===== config.mk =====
export PLATFORM = sky130hd
export DESIGN_NAME = pipeline_hazard_sram_ctrl
export DESIGN_NICKNAME = d
export VERILOG_FILES = /design/src/rtl/pipeline_hazard_sram_ctrl.sv
export SDC_FILE = /design/constraint.sdc
export NUM_CORES = 1
export LEC_CHECK = 0
export CAP_MARGIN = 20
export CORE_MARGIN = 5
export CORE_UTILIZATION = 33
export DETAILED_ROUTE_END_ITERATION = 12
export GPL_ROUTABILITY_DRIVEN = 0
export SETUP_SLACK_MARGIN = 0.5
export SLEW_MARGIN = 20
export SYNTH_ARGS = -nofsm -noshare
export SYNTH_HDL_FRONTEND = slang
export SYNTH_SLANG_ARGS = --single-unit

===== constraint.sdc =====
create_clock -name clk -period 2.1 [get_ports clk]
set_input_delay 0.42 -clock clk [delete_from_list [all_inputs] [get_ports clk]]
set_output_delay 0.42 -clock clk [all_outputs]
set_load 0.01 [all_outputs]

===== src/rtl/pipeline_hazard_sram_ctrl.sv =====
// -----------------------------------------------------------------------------
// pipeline_hazard_sram_ctrl
//
// Purpose:
//   Central stall/flush sequencer for the 5-stage ARM pipeline. It combines
//   three sources of pipeline control:
//     - load-use hazards (forwarding on) or RAW hazards (forwarding off),
//     - branch-taken flushes,
//     - a multi-cycle SRAM access FSM that freezes the whole pipeline while
//       the external SRAM completes.
//
// Handshake: there is no valid/ready channel here. A memory request is any
// cycle in which EXE_MEM holds a load or a store (mem_r_en | mem_w_en). The
// request is accepted in the same cycle it is seen and the pipeline is held
// (freeze_back) until the access finishes. The DONE cycle releases the
// freeze so the memory instruction can advance.
//
// Ports:
//   clk             system clock, rising edge
//   rst             asynchronous active-low reset
//   forward_en      1 = forwarding unit active, 0 = stall on every RAW hazard
//   id_src1/_valid  first source register of the ID instruction
//   id_src2/_valid  second source register (Rm, or Rd of a store)
//   exe_dest, exe_wb_en, exe_mem_r_en   fields held in ID_EXE
//   mem_dest, mem_wb_en, mem_r_en, mem_w_en   fields held in EXE_MEM
//   branch_taken    branch resolved taken (from ID_EXE)
//   freeze_front    PC and IF_ID freeze
//   freeze_back     ID_EXE, EXE_MEM, MEM_WB freeze
//   flush_if_id     IF_ID flush
//   flush_id_exe    ID_EXE flush (bubble insert)
//   sram_we_n       SRAM write strobe, active low
//   rdata_latch     single-cycle pulse: capture SRAM read data in MEM stage
//   stall_cnt       saturating count of cycles with freeze_front = 1
//   dbg_state       current SRAM FSM state (0 IDLE, 1 ACCESS, 2 DONE)
// -----------------------------------------------------------------------------
module pipeline_hazard_sram_ctrl #(
    parameter int SRAM_WAIT = 4,
    parameter int CNT_W     = 4,
    parameter int STAT_W    = 16
) (
    input  logic              clk,
    input  logic              rst,
    input  logic              forward_en,
    input  logic [3:0]        id_src1,
    input  logic              id_src1_valid,
    input  logic [3:0]        id_src2,
    input  logic              id_src2_valid,
    input  logic [3:0]        exe_dest,
    input  logic              exe_wb_en,
    input  logic              exe_mem_r_en,
    input  logic [3:0]        mem_dest,
    input  logic              mem_wb_en,
    input  logic              mem_r_en,
    input  logic              mem_w_en,
    input  logic              branch_taken,
    output logic              freeze_front,
    output logic              freeze_back,
    output logic              flush_if_id,
    output logic              flush_id_exe,
    output logic              sram_we_n,
    output logic              rdata_latch,
    output logic [STAT_W-1:0] stall_cnt,
    output logic [1:0]        dbg_state
);

    typedef enum logic [1:0] {
        IDLE   = 2'd0,
        ACCESS = 2'd1,
        DONE   = 2'd2
    } state_e;

    localparam logic [CNT_W-1:0] CNT_LAST = CNT_W'(SRAM_WAIT - 1);

    state_e              state_q;
    logic [CNT_W-1:0]    cnt_q;
    logic [STAT_W-1:0]   stall_cnt_q;
    logic [STAT_W-1:0]   stall_cnt_d;

    logic req;
    logic sram_freeze;
    logic last_wait;
    logic exe_match;
    logic mem_match;
    logic hazard;
    logic hazard_eff;

    assign req       = mem_r_en | mem_w_en;
    assign last_wait = (state_q == ACCESS) && (cnt_q == CNT_LAST);

    // The combinational outputs are gated with rst so that holding reset
    // drops every freeze/flush immediately, even with a request present.
    assign sram_freeze = rst & (((state_q == IDLE) & req) | (state_q == ACCESS));

    // ID instruction reads the register written by the stage in question.
    assign exe_match = (id_src1_valid & (id_src1 == exe_dest)) |
                       (id_src2_valid & (id_src2 == exe_dest));
    assign mem_match = (id_src1_valid & (id_src1 == mem_dest)) |
                       (id_src2_valid & (id_src2 == mem_dest));

    always_comb begin
        hazard = 1'b0;
        if (forward_en) begin
            // Only a load in EXE cannot be forwarded in time.
            hazard = exe_mem_r_en & exe_match;
        end else begin
            hazard = (exe_wb_en & exe_match) | (mem_wb_en & mem_match);
        end
    end

    // A taken branch squashes the ID instruction, so its hazard is moot.
    assign hazard_eff = rst & hazard & ~branch_taken;

    assign freeze_back  = sram_freeze;
    assign freeze_front = sram_freeze | hazard_eff;
    // Flush overrides Freeze in the pipeline registers, so it must stay low
    // while the SRAM holds the pipeline or the held instruction is lost.
    assign flush_if_id  = rst & branch_taken & ~sram_freeze;
    assign flush_id_exe = rst & (branch_taken | hazard_eff) & ~sram_freeze;
    assign sram_we_n    = ~(mem_w_en & sram_freeze);
    assign rdata_latch  = rst & mem_r_en & last_wait;

    assign stall_cnt = stall_cnt_q;
    assign dbg_state = state_q;

    always_comb begin
        stall_cnt_d = stall_cnt_q;
        if (freeze_front && (stall_cnt_q != {STAT_W{1'b1}})) begin
            stall_cnt_d = stall_cnt_q + STAT_W'(1);
        end
    end

    // SRAM access FSM. A request still present in DONE belongs to the
    // instruction that just finished, so DONE always returns to IDLE.
    always_ff @(posedge clk or negedge rst) begin
        if (!rst) begin
            state_q <= IDLE;
            cnt_q   <= '0;
        end else begin
            case (state_q)
                IDLE: begin
                    if (req) begin
                        state_q <= ACCESS;
                        cnt_q   <= CNT_W'(1);
                    end
                end
                ACCESS: begin
                    if (cnt_q == CNT_LAST) begin
                        state_q <= DONE;
                        cnt_q   <= '0;
                    end else begin
                        cnt_q   <= cnt_q + CNT_W'(1);
                    end
                end
                DONE: begin
                    state_q <= IDLE;
                    cnt_q   <= '0;
                end
                default: begin
                    state_q <= IDLE;
                    cnt_q   <= '0;
                end
            endcase
        end
    end

    always_ff @(posedge clk or negedge rst) begin
        if (!rst) begin
            stall_cnt_q <= '0;
        end else begin
            stall_cnt_q <= stall_cnt_d;
        end
    end

endmodule


After elaboration in Yosys (flattened, before gate mapping)
Cells that the tools add are included.
{ "word_totals": {"reg_bits": 22, "inputBits": 27, "out_inout_bits": 24, "wordCells": 53} }
{ "classes": {"add_sub_neg": 2, "eq_ne": 9, "muxes": 7, "bitwise_logic": 28, "reduce_logical": 4} }
{ "op_table": {"columns": ["operator", "count"], "rows": [
  ["bitwise AND 1 bit", 18],
  ["adder 16 x 1 -> 16 bit (second input constant)", 1],
  ["equality test 4 bit", 4],
  ["inequality test 16 bit (second input constant)", 1],
  ["two-way mux 4 bit", 2],
  ["one-hot mux 4 bit (2 select lines)", 1],
  ["bitwise OR 1 bit", 7],
  ["adder 4 x 1 -> 4 bit (second input constant)", 1],
  ["equality test 4 x 2 -> 1 bit (second input constant)", 1],
  ["two-way mux 2 bit", 2],
  ["one-hot mux 2 bit (2 select lines)", 1],
  ["inverter 1 bit", 3],
  ["equality test 2 x 1 -> 1 bit (second input constant)", 1],
  ["logical AND 1 bit", 2],
  ["zero test 2 bit", 1],
  ["inequality test 2 x 1 -> 1 bit (second input constant)", 1],
  ["inequality test 2 bit (second input constant)", 1],
  ["AND reduction 2 bit", 1],
  ["two-way mux 1 bit", 1]
]} }

Longest topological paths before layout
Gate-level depths: netlist of the first run.
{ "logic_depth": {"ltp_word": 11, "ltp_mapped": 8, "mapped_depth_nobuf": 7} }

Worst setup path after synthesis of the first run
OpenSTA, ideal clock, no wires.
{ "synth_timing": {"path_kind": "register to output", "startpoint": "reg state_q[0], in the netlist dbg_state[0]", "endpoint": "out sram_we_n", "arrival_time_ns": 1.547, "t_required_ns": 1.680, "path_slack_ns": 0.133, "path_stages_with_launch": 7, "n_path_buf": 2, "path_cell_list": "dfrtp_1 buf_2 nor3_1 or2_2 nor2_2 buf_2 nand2_1"} }
{ "synth_between": {"elab_chain_len": 6, "word_cells_on_any_way": 7, "classes_between": "eq/ne: 1; bitwise: 5; reduce/logical: 1"} }
{ "synth_rtl": {"columns": ["item", "line_no", "rtl"], "rows": [
  ["start: declaration", "74", "state_e state_q;"],
  ["start signal: assignment", "136", "state_q <= IDLE;"],
  ["start signal: assignment", "142", "state_q <= ACCESS;"],
  ["start signal: assignment", "148", "state_q <= DONE;"],
  ["zero test 2 bit", "92", "assign sram_freeze = rst & (((state_q == IDLE) & req) | (state_q == ACCESS));"],
  ["bitwise AND 1 bit", "92", null],
  ["bitwise OR 1 bit *", "92", null],
  ["bitwise AND 1 bit *", "92", null],
  ["via freeze_back", "57", "output logic freeze_back,"],
  ["bitwise AND 1 bit *", "119", "assign sram_we_n = ~(mem_w_en & sram_freeze);"],
  ["inverter 1 bit *", "119", null],
  ["end: declaration", "60", "output logic sram_we_n,"]
]} }
Mark *: on every way through the listed nets, which the timed path passes. The rest lies on a longest branch.

Final worst setup path of the first run
{ "layout_timing": {"startpoint": "in id_src2[0]", "endpoint": "out freeze_front"} }
{ "layout_between": {"elab_chain_len": 9, "word_cells_on_any_way": 14, "classes_between": "eq/ne: 2; mux: 1; bitwise: 11"} }
{ "layout_rtl": {"columns": ["item", "line_no", "rtl"], "rows": [
  ["start: declaration", "46", "input logic [3:0] id_src2,"],
  ["equality test 4 bit, on equally long branches", "96, 98", null],
  ["bitwise AND 1 bit, on equally long branches", "96, 98", null],
  ["bitwise OR 1 bit, on equally long branches", "95, 97", null],
  ["bitwise AND 1 bit", "106", "hazard = (exe_wb_en & exe_match) | (mem_wb_en & mem_match);"],
  ["bitwise OR 1 bit", "106", null],
  ["two-way mux 1 bit *", "102", "if (forward_en) begin"],
  ["bitwise AND 1 bit * (2 in series)", "111", "assign hazard_eff = rst & hazard & ~branch_taken;"],
  ["bitwise OR 1 bit *", "114", "assign freeze_front = sram_freeze | hazard_eff;"],
  ["end: declaration", "56", "output logic freeze_front,"]
]} }
Mark *: on every way between the ends. The rest lies on a longest branch, timed or not.

==> summary.txt, run 1 <==
Status - complete, but fails checks
Failing checks - setup timing
Largest net degree at the start of global routing - 18
Post-Syn Nets - 165
Synth Area per Inst - 9.927 um2
1st-iter DRT viols - 71
CTS HTree Levels - 1
Global-route wire length before repair - 6.444 mm
Final-report setup violation count - 2
Antenna fix cells - 0
Distinct cells, synth - 35
Min-delay worst type - in -> async
Clock Latency Late Sink - 0.26 ns
Synth Instances - 136
Antenna Nets Post-Route - 0
Register area share after synthesis - 40.78%
Setup tns final - -0.08134 ns
Horiz. Die Dim - 73.96 um
TritonCTS clock tree - yes
Total congestion overflow - 0
LEAKAGE - 1.184 nW
Worst Path Required - 1.68 ns
Async SR Flop Fraction - 100.0%
RSZ-0062 raised after global routing - yes
Critical path arrival - 1.74 ns
Max Cap Violations - 0
CP peak stage delay - 0.31 ns
Final WL - 3.870 mm
Pwr Total - 1.928 mW
Final Hold Viols - 0
CTS buffer count - 3
Element type at the critical path end - output port
Port buffer count - 50
Synth Cell Area - 0.001350 mm2
Post-synth EDFFs - 0
HPWL after detailed placement - 2.891 mm
Clock sink total - 22
Cell mode on critical path - buf_6
Worst vdd ir - 331.9 uV
Number of global-route vias before repair - 1,449
Fin nets - 267
Worst Path Max Fanout - 2
Area growth, synth to finish - 81.00%
Clock transition at path regs - 0.07 ns
Core area - 0.003971 mm2
DRT Pass-1 Iters - 3
Antenna violations before repair - 0
Initial Util - 33.99%
WP buf/inv - 3
Drt drc - 0
Pins Over Slew Limit - 0
CTS Root Cell - clkbuf_8
Yosys reg bits - 22
Slowest cell on crit path - nor4_1
Via count - 1,402
Synth Warn # - 0
Top cell type by total area after synthesis - dfrtp_1
Avg WL per Cell - 13.48 um
CP Launch Type - input port
Cell Chain, Critical Path - buf_6, xor2_1, nor4_1, a31oi_1, buf_4, a211oi_4, or2_4, buf_6
All-Layer GR Usage - 15.05%
Slew headroom - 76.83%
Critical path type - in -> out
Rows - 23
Main flop type after synthesis - dfrtp_1
Fmax - 462.8 MHz
Delay-heaviest family, CP - simple AND/OR/NAND/NOR gates
Power Density - 789.0 mW/mm2
Post-layout min period - 2.161 ns
Synth top area cells - dfrtp_1 41%, xnor2_1 12%, xor2_1 6.5%
Yosys top cell area share - 40.78%
Final WS setup - -0.06058 ns
CTS Buffer Depth - 2
Part of the cycle the worst path needs - 102.9%
Setup WS pre-CTS - -0.7852 ns
Layout cell share with drive strength beyond 1 - 44.30%
Num ports - 51
Least-Margin Pin Slew - 0.3463 ns
Final Skew - 0.007730 ns
Vias per cell - 4.885
Die Ht - 73.96 um
Die ar. - 0.005470 mm2
[per-stage QoR]
step | hold slack (ns) | instance area [um2] | util, % | instances
finish | 0.1729 | 2444 | 61.53 | 287
global route | 0.1899 | 2444 | 61.53 | 287
CTS | 0.5065 | 2366 | 59.58 | 285
detailed placement | 0.4966 | 2108 | 53.09 | 256
global placement | 0.4874 | 2108 | 53.09 | 256
floorplan | 0.1244 | 1406 | - | 136
[final timing paths]
check	slack (ns)	from	cells after the start	to
max	-0.06	id_src2[0]	8	freeze_front
min	0.17	rst	2	dbg_state[1]
max reg2reg	0.22	stall_cnt[1]	6	stall_cnt[1]
min reg2reg	0.50	stall_cnt[15]	1	stall_cnt[15]
max in group asynchronous	1.68	rst	2	stall_cnt[7]
min in group clk	0.50	stall_cnt[15]	1	stall_cnt[15]
[placed cells by master, fill, tap and decap left out, types with 4 or more instances in the layout]
cell type	n
buf_4	47
dfrtp_1	21
dlygate4sd2_1	19
xnor2_1	16
buf_6	12
xor2_1	9
nor2_1	9
clkdlybuf4s15_1	9
o211ai_1	6
and3_1	5
buf_2	5
nand2_1	4
a21oi_1	4
clkbuf_2	4
[sequential cells by signal, indices dropped and copies added, names as in the netlist]
| name | count |
|---|---|
| dbg_state | 2 |
| cnt_q | 4 |
| stall_cnt | 16 |
[cell type report]
cell class,count,area [um2]
multi-input combinational,107,905.9
timing repair buffer,100,837.1
fill,324,1528
clock inverter,1,30.03
clock buffer,3,41.29
tap,50,62.56
inverter,4,15.01
sequential,22,551.8
[logic make-up after synthesis]
| kind of cell | synth area share, % |
|---|---|
| xor gates and xnor gates | 18.81 |
| and+or+nand+nor | 17.52 |
| muxes | 2.410 |
| adders and majority gates | 1.853 |
| buffers and inverters | 2.687 |
| AOI/OAI and AO/OA | 15.94 |
| DFF | 40.78 |
[report_power, final]
part,switching [mW],internal [mW]
Sequential,0.0623,0.513
Combinational,0.416,0.546
Clock,0.136,0.254
[Yosys cell counts, types with 3 or more instances]
cell type and count:
o211ai_1 6, dfrtp_1 22, o21ai_0 3, inv_1 4, nand4_1 3, nor3_1 5
and3_1 6, nor2_1 11, xor2_1 10, xnor2_1 19, o2111ai_1 3, nand3_1 4
nand2_1 6, a21oi_1 4, a31oi_1 4
[worst reg2reg max path: stages, from the launching register on]
cell and delay, ns:
dfrtp_1 0.39, ha_2 0.25, and3_1 0.19, nand3_1 0.13, or3_4 0.37, o21ai_2 0.09
mux2_2 0.35
[metal layers]
metal | global-route usage, % | up-vias | wire [um]
met5 | 0 | - | 0
met4 | 5.433 | 0 | 48
met3 | 2.703 | 5 | 260
met2 | 26.38 | 44 | 1946
met1 | 18.43 | 659 | 1616
li1 | - | 694 | -
[repair_timing]
action,4_1_cts,5_1_grt
endpoints found under the hold margin,0,0
buffers inserted,25,2
hold buffers,0,0
pin swaps,27,18
setup endpoints to repair,40,24
resized for setup,104,41
Power figures use the tool's default switching activity.
==> run 2, diff against run 1 <==
clock period = 2.2 ns   (was 2.1 ns; I/O delays follow)
==> summary.txt, run 2 (synthesis gave the netlist of run 1 again) <==
Horiz. Die Dim - 73.96 um (unchanged)
CP peak stage delay - 0.31 ns (about the same)
Part of the cycle the worst path needs - 102.0%
Final-report setup violation count - 1 (-1)
Area growth, synth to finish - 81.65%
HPWL after detailed placement - 3.098 mm (+7.2%)
Layout cell share with drive strength beyond 1 - 47.01% (+2.7 points)
Status - complete, but fails checks
WHS - 0.2017 ns (+0.02885 ns)
Die Ht - 73.96 um (unchanged)
Cell Chain, Critical Path - clkdlybuf4s15_2, xor2_1, nor3_2, a41oi_2, a211oi_4, or2_4, buf_6
Final Hold Viols - 0 (unchanged)
Worst vdd ir - 295.0 uV (-11%)
Final Skew - 0.003320 ns (-0.004410 ns)
Drt drc - 0 (unchanged)
Port buffer count - 50 (unchanged)
DP Area - 0.002126 mm2 (+0.83%)
Slowest cell on crit path - a211oi_4
Avg WL per Cell - 15.21 um (+13%)
WP buf/inv - 2 (-1)
Commonest cells after routing, fill and taps aside - 44 x buf_4, 21 x dfrtp_1, 17 x xnor2_1, 9 x nor2_1, 9 x buf_6
Reg2reg path depth - 7 (+1)
FF-to-FF End - stall_cnt[15]
Fmax - 445.7 MHz
Total congestion overflow - 0 (unchanged)
Pwr Total - 1.767 mW (-8.3%)
Setup tns final - -0.04389 ns (+0.03745 ns)
Slew headroom - 71.28% (-5.6 points)
Clock sink total - 22 (unchanged)
Fillcell total - 323 (-0.31%)
All-Layer GR Usage - 15.98% (+0.94 points)
Element type at the critical path end - output port
Power Density - 720.6 mW/mm2 (-8.7%)
Final WS setup - -0.04389 ns (+0.01669 ns)
Hold Buf Count CTS - 0 (unchanged)
DRT Pass-1 Iters - 4 (+1)
Antenna Nets Post-Route - 0 (unchanged)
Clock transition at path regs - 0.09 ns (+0.02 ns)
Final WL - 4.320 mm (+12%)
LEAKAGE - 1.203 nW (+1.6%)
CTS HTree Levels - 1 (unchanged)
Failing checks - setup timing
Core area - 0.003971 mm2 (unchanged)
Pins Over Slew Limit - 0 (unchanged)
RSZ-0062 raised after global routing - yes
CTS Buffer Depth - 2 (unchanged)
CTS buffer count - 3 (unchanged)
Antenna fix cells - 0 (unchanged)
Clock Latency Late Sink - 0.27 ns (about the same)
Max FFs per register - 16 (unchanged)
Stages on worst setup path - 7 (-1)
Rows - 23 (unchanged)
Global-route wire length before repair - 6.672 mm (+3.5%)
Vias per cell - 5.053 (+3.4%)
Max Cap Violations - 0 (unchanged)
Die ar. - 0.005470 mm2 (unchanged)
TritonCTS clock tree - yes
Final instance area - 0.002452 mm2 (+0.36%)
Critical path type - in -> out
Worst Path Required - 1.76 ns (+0.08 ns)
CTS Root Cell - clkbuf_8
Post-layout min period - 2.244 ns
Via count - 1,435 (+2.4%)
Number of global-route vias before repair - 1,489 (+2.8%)
CP Launch Type - input port
Fin nets - 264 (-1.1%)
Initial Util - 33.99% (unchanged)
1st-iter DRT viols - 40 (-44%)
Largest net degree at the start of global routing - 16 (-2)
Worst Path Max Fanout - 2 (unchanged)
Worst R2R Start - stall_cnt[7]
Antenna violations before repair - 0 (unchanged)
Num ports - 51 (unchanged)
Min-delay worst type - in -> async
Most common cell after layout, fill and taps aside - buf_4
Critical path arrival - 1.80 ns (+0.06 ns)
Least-Margin Pin Slew - 0.4295 ns (+0.08320 ns)
R2R Setup Slk - 0.29 ns (+0.07 ns)
Delay-heaviest family, CP - compound AO/OA/AOI/OAI gates
-- run 2: cell types whose count changed in the layout (fill, tap and decap cells not counted), sizes merged --
cell           change
clkbuf             +3
clkdlybuf4s50      +7
dlygate4sd2       -12
buf                -1
dlymetal6s2s       +4
bufinv             -1
clkdlybuf4s15      -3
-- run 2: worst reg2reg max path, cell delays in order (launching register included) --
cell       delay (ns)
dfrtp_1          0.43
and3_4           0.21
and3_1           0.19
nand2_1          0.12
nor2_1           0.08
a31oi_2          0.41
o2111ai_1        0.21
xnor2_1          0.16
-- run 2: power breakdown --
part           total, mW  leakage [nW]  switching (mW)  internal [mW]
registers          0.555         0.287          0.0658          0.490
logic              0.905         0.888           0.396          0.509
clock network      0.306        0.0288           0.146          0.160
total               1.77          1.20           0.608           1.16
-- run 2: through the flow --
| stage | util (%) | setup WS, ns | std cells |
|---|---|---|---|
| finish | 61.75 | -0.04389 | 284 |
| global route | 61.75 | -0.1368 | 284 |
| CTS | 59.04 | -0.06238 | 276 |
| detailed placement | 53.53 | -0.8122 | 258 |
| global placement | 53.53 | -0.7113 | 258 |
| floorplan | - | 0.2300 | 136 |
-- run 2: layer usage --
layer / vias up / part of all wire (%) / global-route usage, %
met2: 52 / 53 / 29.63
met1: 681 / 39 / 18.19
met3: 11 / 5.6 / 2.703
met5: - / 0 / 0
li1: 691 / - / -
met4: 0 / 2.3 / 6.036
-- run 2: cell type report --
| type | instances | area (um2) | share of cell area [%] |
|---|---|---|---|
| sequential | 22 | 551.8 | 22.50 |
| inverter | 4 | 15.01 | 0.6122 |
| timing repair buffer | 97 | 824.5 | 33.62 |
| clock buffer | 4 | 55.05 | 2.245 |
| tap | 50 | 62.56 | 2.551 |
| multi-input combinational | 107 | 943.4 | 38.47 |
-- run 2: how the worst max path moves through the flow --
stage	startpoint	to	slack (ns)
detailed placement	forward_en	freeze_front	-0.81
floorplan	exe_dest[1]	freeze_front	0.23
CTS	forward_en	freeze_front	-0.06
global route	forward_en	freeze_front	-0.14
global placement	exe_dest[1]	freeze_front	-0.71
finish	id_src1[0]	freeze_front	-0.04
-- run 2: repair_timing --
| action | in CTS | in global routing |
|---|---|---|
| resized for setup | 105 | 44 |
| endpoints found under the setup margin | 31 | 31 |
| setup buffers | 14 | 8 |
| pin swaps | 25 | 16 |
